===== src/rtl/bp_fe_bp_resolve_queue_pkg.sv =====
// -----------------------------------------------------------------------------
// bp_fe_bp_resolve_queue_pkg
//   Shared constants and helpers for the branch resolve queue and the
//   perceptron predictor it feeds.
//   Contents:
//     BHT_IDX_WIDTH_DEF / QUEUE_ELS_DEF : default geometry
//     ptr_width()                       : circular pointer width (index + wrap bit)
//     pred_correct()                    : predicted vs actual direction compare
// -----------------------------------------------------------------------------
package bp_fe_bp_resolve_queue_pkg;

   localparam int unsigned BHT_IDX_WIDTH_DEF = 2;
   localparam int unsigned QUEUE_ELS_DEF     = 4;

   // Index bits plus one wrap bit so full and empty are distinguishable.
   function automatic int unsigned ptr_width(input int unsigned els);
      return $clog2(els) + 1;
   endfunction

   function automatic logic pred_correct(input logic predicted, input logic actual);
      return (predicted == actual);
   endfunction

endpackage


===== src/rtl/bp_fe_bp_resolve_queue_if.sv =====
// -----------------------------------------------------------------------------
// bp_fe_bp_resolve_queue_if
//   Bundles the prediction enqueue handshake, the backend resolution/flush
//   inputs and the training outputs of the resolve queue.
//   Modports:
//     master : frontend/backend side (drives pred_*, res_*, flush_i)
//     slave  : resolve queue side (drives pred_ready_o and training outputs)
//   Signals:
//     pred_v_i, pred_idx_i, pred_taken_i, pred_ready_o  prediction enqueue
//     res_v_i, res_taken_i                              in-order resolution
//     flush_i                                           squash all entries
//     w_v_o, idx_w_o, correct_o, mispredict_o           training event
//     count_o, underflow_o                              occupancy / sticky error
// -----------------------------------------------------------------------------
interface bp_fe_bp_resolve_queue_if
   import bp_fe_bp_resolve_queue_pkg::*;
#(
   parameter int unsigned bht_idx_width_p = BHT_IDX_WIDTH_DEF,
   parameter int unsigned queue_els_p     = QUEUE_ELS_DEF,
   localparam int unsigned cnt_width_lp   = $clog2(queue_els_p + 1)
);

   logic                       pred_v_i;
   logic [bht_idx_width_p-1:0] pred_idx_i;
   logic                       pred_taken_i;
   logic                       pred_ready_o;
   logic                       res_v_i;
   logic                       res_taken_i;
   logic                       flush_i;
   logic                       w_v_o;
   logic [bht_idx_width_p-1:0] idx_w_o;
   logic                       correct_o;
   logic                       mispredict_o;
   logic [cnt_width_lp-1:0]    count_o;
   logic                       underflow_o;

   modport master (
      output pred_v_i, pred_idx_i, pred_taken_i, res_v_i, res_taken_i, flush_i,
      input  pred_ready_o, w_v_o, idx_w_o, correct_o, mispredict_o, count_o, underflow_o
   );

   modport slave (
      input  pred_v_i, pred_idx_i, pred_taken_i, res_v_i, res_taken_i, flush_i,
      output pred_ready_o, w_v_o, idx_w_o, correct_o, mispredict_o, count_o, underflow_o
   );

endinterface


===== src/rtl/bp_fe_bp_circ_ptr.sv =====
// -----------------------------------------------------------------------------
// bp_fe_bp_circ_ptr
//   Circular pointer over els_p slots with an extra wrap bit.
//   Ports:
//     clk_i   clock
//     reset_i synchronous active-high reset (pointer -> 0)
//     inc_i   advance by one slot
//     clr_i   return to 0 (has priority over inc_i)
//     ptr_o   {wrap, index}
// -----------------------------------------------------------------------------
module bp_fe_bp_circ_ptr
   import bp_fe_bp_resolve_queue_pkg::*;
#(
   parameter int unsigned els_p        = QUEUE_ELS_DEF,
   localparam int unsigned ptr_width_lp = ptr_width(els_p)
) (
   input  logic                    clk_i,
   input  logic                    reset_i,
   input  logic                    inc_i,
   input  logic                    clr_i,
   output logic [ptr_width_lp-1:0] ptr_o
);

   logic [ptr_width_lp-1:0] r_ptr;

   // els_p is a power of two, so natural binary overflow carries into the wrap bit.
   always_ff @(posedge clk_i) begin
      if (reset_i || clr_i)
         r_ptr <= '0;
      else if (inc_i)
         r_ptr <= r_ptr + ptr_width_lp'(1);
   end

   assign ptr_o = r_ptr;

endmodule


===== src/rtl/bp_fe_bp_resolve_queue.sv =====
// -----------------------------------------------------------------------------
// bp_fe_bp_resolve_queue
//   In-flight branch tracker in front of the perceptron update port. Records
//   each issued prediction {index, direction} in program order, pairs it with
//   the in-order backend resolution and emits a registered training event.
//   Wrong-path entries are squashed on a misprediction or on flush_i.
//   Ports:
//     clk_i    clock
//     reset_i  synchronous active-high reset
//     bus      bp_fe_bp_resolve_queue_if.slave (enqueue, resolve, flush,
//              training outputs, occupancy, sticky underflow)
// -----------------------------------------------------------------------------
module bp_fe_bp_resolve_queue
   import bp_fe_bp_resolve_queue_pkg::*;
#(
   parameter int unsigned bht_idx_width_p = BHT_IDX_WIDTH_DEF,
   parameter int unsigned queue_els_p     = QUEUE_ELS_DEF,
   localparam int unsigned cnt_width_lp   = $clog2(queue_els_p + 1),
   localparam int unsigned ptr_width_lp   = ptr_width(queue_els_p),
   localparam int unsigned addr_width_lp  = ptr_width_lp - 1
) (
   input logic                    clk_i,
   input logic                    reset_i,
   bp_fe_bp_resolve_queue_if.slave bus
);

   typedef struct packed {
      logic [bht_idx_width_p-1:0] idx;
      logic                       taken;
   } bp_fe_bp_entry_s;

   bp_fe_bp_entry_s r_mem [queue_els_p];

   logic [ptr_width_lp-1:0] w_head;
   logic [ptr_width_lp-1:0] w_tail;
   logic                    w_empty;
   logic                    w_full;
   logic                    w_deq;
   logic                    w_enq;
   logic                    w_correct;
   logic                    w_mispredict;
   logic                    w_squash;
   bp_fe_bp_entry_s         w_head_entry;

   logic                       r_w_v;
   logic [bht_idx_width_p-1:0] r_idx_w;
   logic                       r_correct;
   logic                       r_mispredict;
   logic                       r_underflow;

   assign w_empty = (w_head == w_tail);
   assign w_full  = (w_head[addr_width_lp-1:0] == w_tail[addr_width_lp-1:0]) &&
                    (w_head[addr_width_lp] != w_tail[addr_width_lp]);

   assign w_head_entry = r_mem[w_head[addr_width_lp-1:0]];

   assign w_deq        = bus.res_v_i && !w_empty;
   assign w_correct    = pred_correct(w_head_entry.taken, bus.res_taken_i);
   assign w_mispredict = w_deq && !w_correct;

   // A mispredict pops the head and discards everything younger, which leaves
   // the queue empty; clearing both pointers is equivalent and simpler.
   assign w_squash = w_mispredict || bus.flush_i;
   assign w_enq    = bus.pred_v_i && !w_full && !w_squash;

   bp_fe_bp_circ_ptr #(.els_p(queue_els_p)) u_head_ptr (
      .clk_i   (clk_i),
      .reset_i (reset_i),
      .inc_i   (w_deq),
      .clr_i   (w_squash),
      .ptr_o   (w_head)
   );

   bp_fe_bp_circ_ptr #(.els_p(queue_els_p)) u_tail_ptr (
      .clk_i   (clk_i),
      .reset_i (reset_i),
      .inc_i   (w_enq),
      .clr_i   (w_squash),
      .ptr_o   (w_tail)
   );

   // Storage carries no reset; validity is defined solely by the pointers.
   always_ff @(posedge clk_i) begin
      if (w_enq) begin
         r_mem[w_tail[addr_width_lp-1:0]] <= '{idx: bus.pred_idx_i, taken: bus.pred_taken_i};
      end
   end

   // Training stage. idx_w_o/correct_o hold their last value between events.
   always_ff @(posedge clk_i) begin
      if (reset_i) begin
         r_w_v        <= 1'b0;
         r_idx_w      <= '0;
         r_correct    <= 1'b0;
         r_mispredict <= 1'b0;
         r_underflow  <= 1'b0;
      end else begin
         r_w_v        <= w_deq;
         r_mispredict <= w_mispredict;
         if (w_deq) begin
            r_idx_w   <= w_head_entry.idx;
            r_correct <= w_correct;
         end
         if (bus.res_v_i && w_empty)
            r_underflow <= 1'b1;
      end
   end

   assign bus.pred_ready_o = !w_full;
   assign bus.w_v_o        = r_w_v;
   assign bus.idx_w_o      = r_idx_w;
   assign bus.correct_o    = r_correct;
   assign bus.mispredict_o = r_mispredict;
   assign bus.underflow_o  = r_underflow;
   assign bus.count_o      = cnt_width_lp'(w_tail - w_head);

endmodule


===== src/flat_wrapper.sv =====
// flat-port wrapper written by rule: the top's interface ports become plain ports
module bp_fe_bp_resolve_queue_flat import bp_fe_bp_resolve_queue_pkg::*;
#(
   parameter int unsigned bht_idx_width_p = BHT_IDX_WIDTH_DEF,
   parameter int unsigned queue_els_p     = QUEUE_ELS_DEF,
   localparam int unsigned cnt_width_lp   = $clog2(queue_els_p + 1),
   localparam int unsigned ptr_width_lp   = ptr_width(queue_els_p),
   localparam int unsigned addr_width_lp  = ptr_width_lp - 1
)
  (clk_i, reset_i, bus_pred_v_i, bus_pred_idx_i, bus_pred_taken_i, bus_res_v_i, bus_res_taken_i, bus_flush_i, bus_pred_ready_o, bus_w_v_o, bus_idx_w_o, bus_correct_o, bus_mispredict_o, bus_count_o, bus_underflow_o);
  bp_fe_bp_resolve_queue_if #(.bht_idx_width_p(bht_idx_width_p), .queue_els_p(queue_els_p)) bus_i ();
  input logic clk_i;
  input logic reset_i;
  input wire logic [$bits(bus_i.pred_v_i)-1:0] bus_pred_v_i;
  input wire logic [$bits(bus_i.pred_idx_i)-1:0] bus_pred_idx_i;
  input wire logic [$bits(bus_i.pred_taken_i)-1:0] bus_pred_taken_i;
  input wire logic [$bits(bus_i.res_v_i)-1:0] bus_res_v_i;
  input wire logic [$bits(bus_i.res_taken_i)-1:0] bus_res_taken_i;
  input wire logic [$bits(bus_i.flush_i)-1:0] bus_flush_i;
  output wire logic [$bits(bus_i.pred_ready_o)-1:0] bus_pred_ready_o;
  output wire logic [$bits(bus_i.w_v_o)-1:0] bus_w_v_o;
  output wire logic [$bits(bus_i.idx_w_o)-1:0] bus_idx_w_o;
  output wire logic [$bits(bus_i.correct_o)-1:0] bus_correct_o;
  output wire logic [$bits(bus_i.mispredict_o)-1:0] bus_mispredict_o;
  output wire logic [$bits(bus_i.count_o)-1:0] bus_count_o;
  output wire logic [$bits(bus_i.underflow_o)-1:0] bus_underflow_o;
  assign bus_i.pred_v_i = bus_pred_v_i;
  assign bus_i.pred_idx_i = bus_pred_idx_i;
  assign bus_i.pred_taken_i = bus_pred_taken_i;
  assign bus_i.res_v_i = bus_res_v_i;
  assign bus_i.res_taken_i = bus_res_taken_i;
  assign bus_i.flush_i = bus_flush_i;
  assign bus_pred_ready_o = bus_i.pred_ready_o;
  assign bus_w_v_o = bus_i.w_v_o;
  assign bus_idx_w_o = bus_i.idx_w_o;
  assign bus_correct_o = bus_i.correct_o;
  assign bus_mispredict_o = bus_i.mispredict_o;
  assign bus_count_o = bus_i.count_o;
  assign bus_underflow_o = bus_i.underflow_o;
  bp_fe_bp_resolve_queue #(.bht_idx_width_p(bht_idx_width_p), .queue_els_p(queue_els_p)) u_core (.clk_i(clk_i), .reset_i(reset_i), .bus(bus_i));
endmodule

===== config.mk =====
export PLATFORM = sky130hd
export DESIGN_NAME = bp_fe_bp_resolve_queue_flat
export DESIGN_NICKNAME = d
export VERILOG_FILES = /design/src/rtl/bp_fe_bp_resolve_queue_pkg.sv /design/src/rtl/bp_fe_bp_resolve_queue_if.sv /design/src/rtl/bp_fe_bp_circ_ptr.sv /design/src/rtl/bp_fe_bp_resolve_queue.sv /design/src/flat_wrapper.sv
export SDC_FILE = /design/constraint.sdc
export NUM_CORES = 1
export LEC_CHECK = 0
export BUFFER_PORTS_ARGS = -buffer_cell sky130_fd_sc_hd__buf_2
export CAP_MARGIN = 5
export CORE_MARGIN = 1.5
export CORE_UTILIZATION = 58
export DETAILED_ROUTE_END_ITERATION = 8
export HOLD_SLACK_MARGIN = 0.08
export PLACE_DENSITY = 0.93
export SLEW_MARGIN = 20
export SYNTH_ARGS = -nofsm -noshare
export SYNTH_HDL_FRONTEND = slang
export SYNTH_SLANG_ARGS = --single-unit

===== constraint.sdc =====
create_clock -name clk_i -period 3.37 [get_ports clk_i]
set_input_delay 0.8425 -clock clk_i [delete_from_list [all_inputs] [get_ports clk_i]]
set_output_delay 0.8425 -clock clk_i [all_outputs]
set_load 0.01 [all_outputs]

==> summary.md <==
| Metric | Value |
|---|---|
| Wire length on met1 | 876 µm |
| Post-CTS Setup Inserts | 0 |
| Count of cell types in the netlist | 28 |
| Reg-to-reg startpoint | u_core.u_tail_ptr.ptr_o[0] |
| # setup viols final | 0 |
| Post-Syn Area | 0.00116 mm² |
| Routed WL per cell | roughly 15 µm |
| Mapped Cells | a little over 90 |
| H-tree depth | 1 |
| Final hold slack | about 500 ps |
| Fraction of layout cells with a size suffix above 1 | 0.257 |
| Top Metal Used | met4 |
| Largest family of logic cells by synthesized area | simple AND/OR/NAND/NOR gates |
| DP HPWL | 1620 µm |
| F_max | 383 MHz |
| Placer congestion estimate | roughly 0.84 |
| WP data arrival | 1770 ps |
| Syn avg cell area | 12.8 µm² |
| Die ar. | around 0.0023 mm² |
| Final net count | 131 |
| CTS tree | built |
| Post-CTS sizing | 0 |
| Starting Density | 0.606 |
| Die X | about 48 µm |
| TritonCTS buffer count | 3 |
| Post-route cell area | roughly 0.0013 mm² |
| Ys Warns | 0 |
| Ys flop type | dfxtp_1 |
| Drt drc | 0 |
| CP Launch Type | register |
| Port buffer count | 18 |
| Min Tclk post-route | approximately 2600 ps |
| Nature of the critical path endpoint | output pin |
| Crit-path max FO | 4 |
| Pwr dens | about 450 mW/mm² |
| Die Height | approximately 48 µm |
| Mux cell area share after synthesis | 0.0902 |
| Vias | roughly 790 |
| Pwr Total | 599 µW |
| Met3 wire length | ~110 µm |
| Crit-path cells | inv_1, ha_1, fa_1, xor2_1, buf_2 |
| Post-synth EDFFs | 12 |
| Register area share after synthesis | 0.550 |
| Vias in the first global route | 723 |
| Complex-gate fraction of the synthesized area | 0.0687 |
| Post-synthesis async set-or-reset flop share | 0 |
| Pin count of the biggest net entering global routing | 16 |
| CTS Hold Bufs | 0 |
| Worst R2R Setup Slack | 780 ps |
| Max incr delay on CP | 390 ps |
| DR WL met2 | approximately 1100 µm |
| Drt initial violations | 24 |
| Root Buffer | clkbuf_4 |
| Post-route ant nets | 0 |
| Global-route wire length before repair | 3270 µm |
| Largest delay share family, worst path | adder cells |
| Setup TNS | 0 ps |
| RSZ-0062 raised after global routing | false |
| CP Buf/Inv Count | 2 |
| Total Wirelength | 2120 µm |
| Max Cap Viol | 0 |
| Maximum VDD drop | around 0.00032 V |
| Placed Instances | roughly 140 |
| Antenna diodes | 0 |
| Rows | 16 |
| Worst-margin pin slew | approximately 840 ps |
| Clock skew | approximately 7.5 ps |
| Number of vias per cell | approximately 5.6 |
| Placed cell area | about 0.0013 mm² |
| Core area | just under 0.002 mm² |
| CTS sink count | 26 |
| Overall Global Routing Usage | 0.214 |
| Synth Area in Simple Gates | 0.127 |
| CTS Buffer Depth | 2 |
| Period Utilization, post-route | 0.776 |
| Overflow after GRT | 0 |
| Crit path kind | register to output pin |
| CP max-delay cell | dfxtp_1 |
| Initial antenna violation count | 0 |
| Final Hold Fails | 0 |
| I/O pin cnt | 19 |
| Worst hold path startpoint | u_core.bus.underflow_o |
| Post-synthesis xor/xnor area fraction | 0.0526 |
| Synthesized Nets | 108 |
| Synth Area in Adders | 0.0924 |
| Max-slew violation count | 0 |
| #FFs+latches synth | 26 |
| Outcome | finished, final reports clean |
| Worst Hold Class | register to register |
| Layout Cells excl Fill | 140 |
| Worst-Skew Late Latency | roughly 310 ps |
| Drt first pass iters | 4 |
| Slew Limit Headroom | 0.434 |
| Area grow syn2layout | 15.1% |
| Pleak | approximately 0.00053 µW |
| Setup crit start | u_core.u_tail_ptr.ptr_o[0] |
| Critical Path RT | approximately 2500 ps |
| Clock slew at reported path FFs | between 100 and 150 ps |
-- state kept, by name (all words and copies together), names as in the netlist, named ones only --
name	count
u_core.u_tail_ptr.ptr_o	3
u_core.bus.mispredict_o	1
u_core.r_mem	12
u_core.bus.w_v_o	1
u_core.bus.correct_o	1
u_core.u_head_ptr.ptr_o	3
u_core.bus.underflow_o	1
u_core.bus.idx_w_o	2
-- tightest hold or removal path, stage by stage (launching register included) --
cell and delay [ps]:
dfxtp_1 350, a21oi_1 40, nor2_1 80
-- cell type report --
class	instances	area, µm²
sequential	26	641
fill	143	581
multi-input combinational	59	502
timing repair buffer	18	90.1
tap	27	33.8
clock inverter	1	30.0
clock buffer	3	22.5
inverter	6	22.5
-- metal layers --
layer,GRT usage,up-vias
li1,-,378
met1,0.269,371
met3,0.0340,6
met4,0.0919,0
met5,0,-
met2,0.363,32
-- final timing paths --
kind / endpoint / cells past startpoint
worst max-delay path: bus_count_o[2] / 5
worst min register to register: u_core.bus.underflow_o / 2
worst min-delay path: u_core.bus.underflow_o / 2
worst max register to register: u_core.r_mem[1][2] / 6
-- power breakdown --
| part | total, µW | switching [µW] | internal, µW |
|---|---|---|---|
| logic | 50.0 | 29.1 | 21.0 |
| registers | 340 | 3.04 | 337 |
| clock network | 210 | 89.6 | 120 |
| total | 599 | 122 | 478 |
-- Yosys cell counts, types with 2 or more instances --
cell type  count  area [µm²]
a21boi_0       2        15.0
a21oi_1        3        15.0
a31oi_1        2        12.5
dfxtp_1       14         280
edfxtp_1      12         360
ha_1           7        87.6
inv_1          6        22.5
mux2i_1        3        30.0
mux4_1         2        52.6
nand2_1        6        22.5
nand3_1        5        25.0
nor2_1         8        30.0
nor3_1         3        15.0
nor4b_1        4        35.0
-- placed cells by master (no fill, tap or decap), drive strengths merged --
master / netlist / final
nand3b: 1 / 1
bufinv: 0 / 1
nand2: 6 / 6
nand3: 5 / 5
nor2: 9 / 9
a21oi: 3 / 3
dfxtp: 14 / 14
a31oi: 2 / 2
a21boi: 3 / 3
inv: 6 / 6
or2: 1 / 1
a31o: 1 / 1
nor3: 3 / 3
clkbuf: 0 / 3
xor2: 2 / 2
mux4: 3 / 3
xnor2: 2 / 2
fa: 1 / 1
mux2i: 3 / 3
nor4b: 4 / 4
o21a: 1 / 1
o21ai: 2 / 2
edfxtp: 12 / 12
buf: 0 / 18
ha: 7 / 7
-- metrics by stage --
step	util	setup slack, ps
final	0.698	756
after global routing	0.698	656
after CTS	0.698	757
after detailed placement	0.671	850
after global placement	0.671	996
after floorplan	-	1290
-- cells by family after synthesis --
family	after synthesis
xor gates and xnor gates	4
buffers and inverters	6
DFF	26
AOI/OAI and AO/OA	12
muxes	6
adders and majority gates	8
and+or+nand+nor	29
Note: power is estimated with default switching activity, not from simulation.
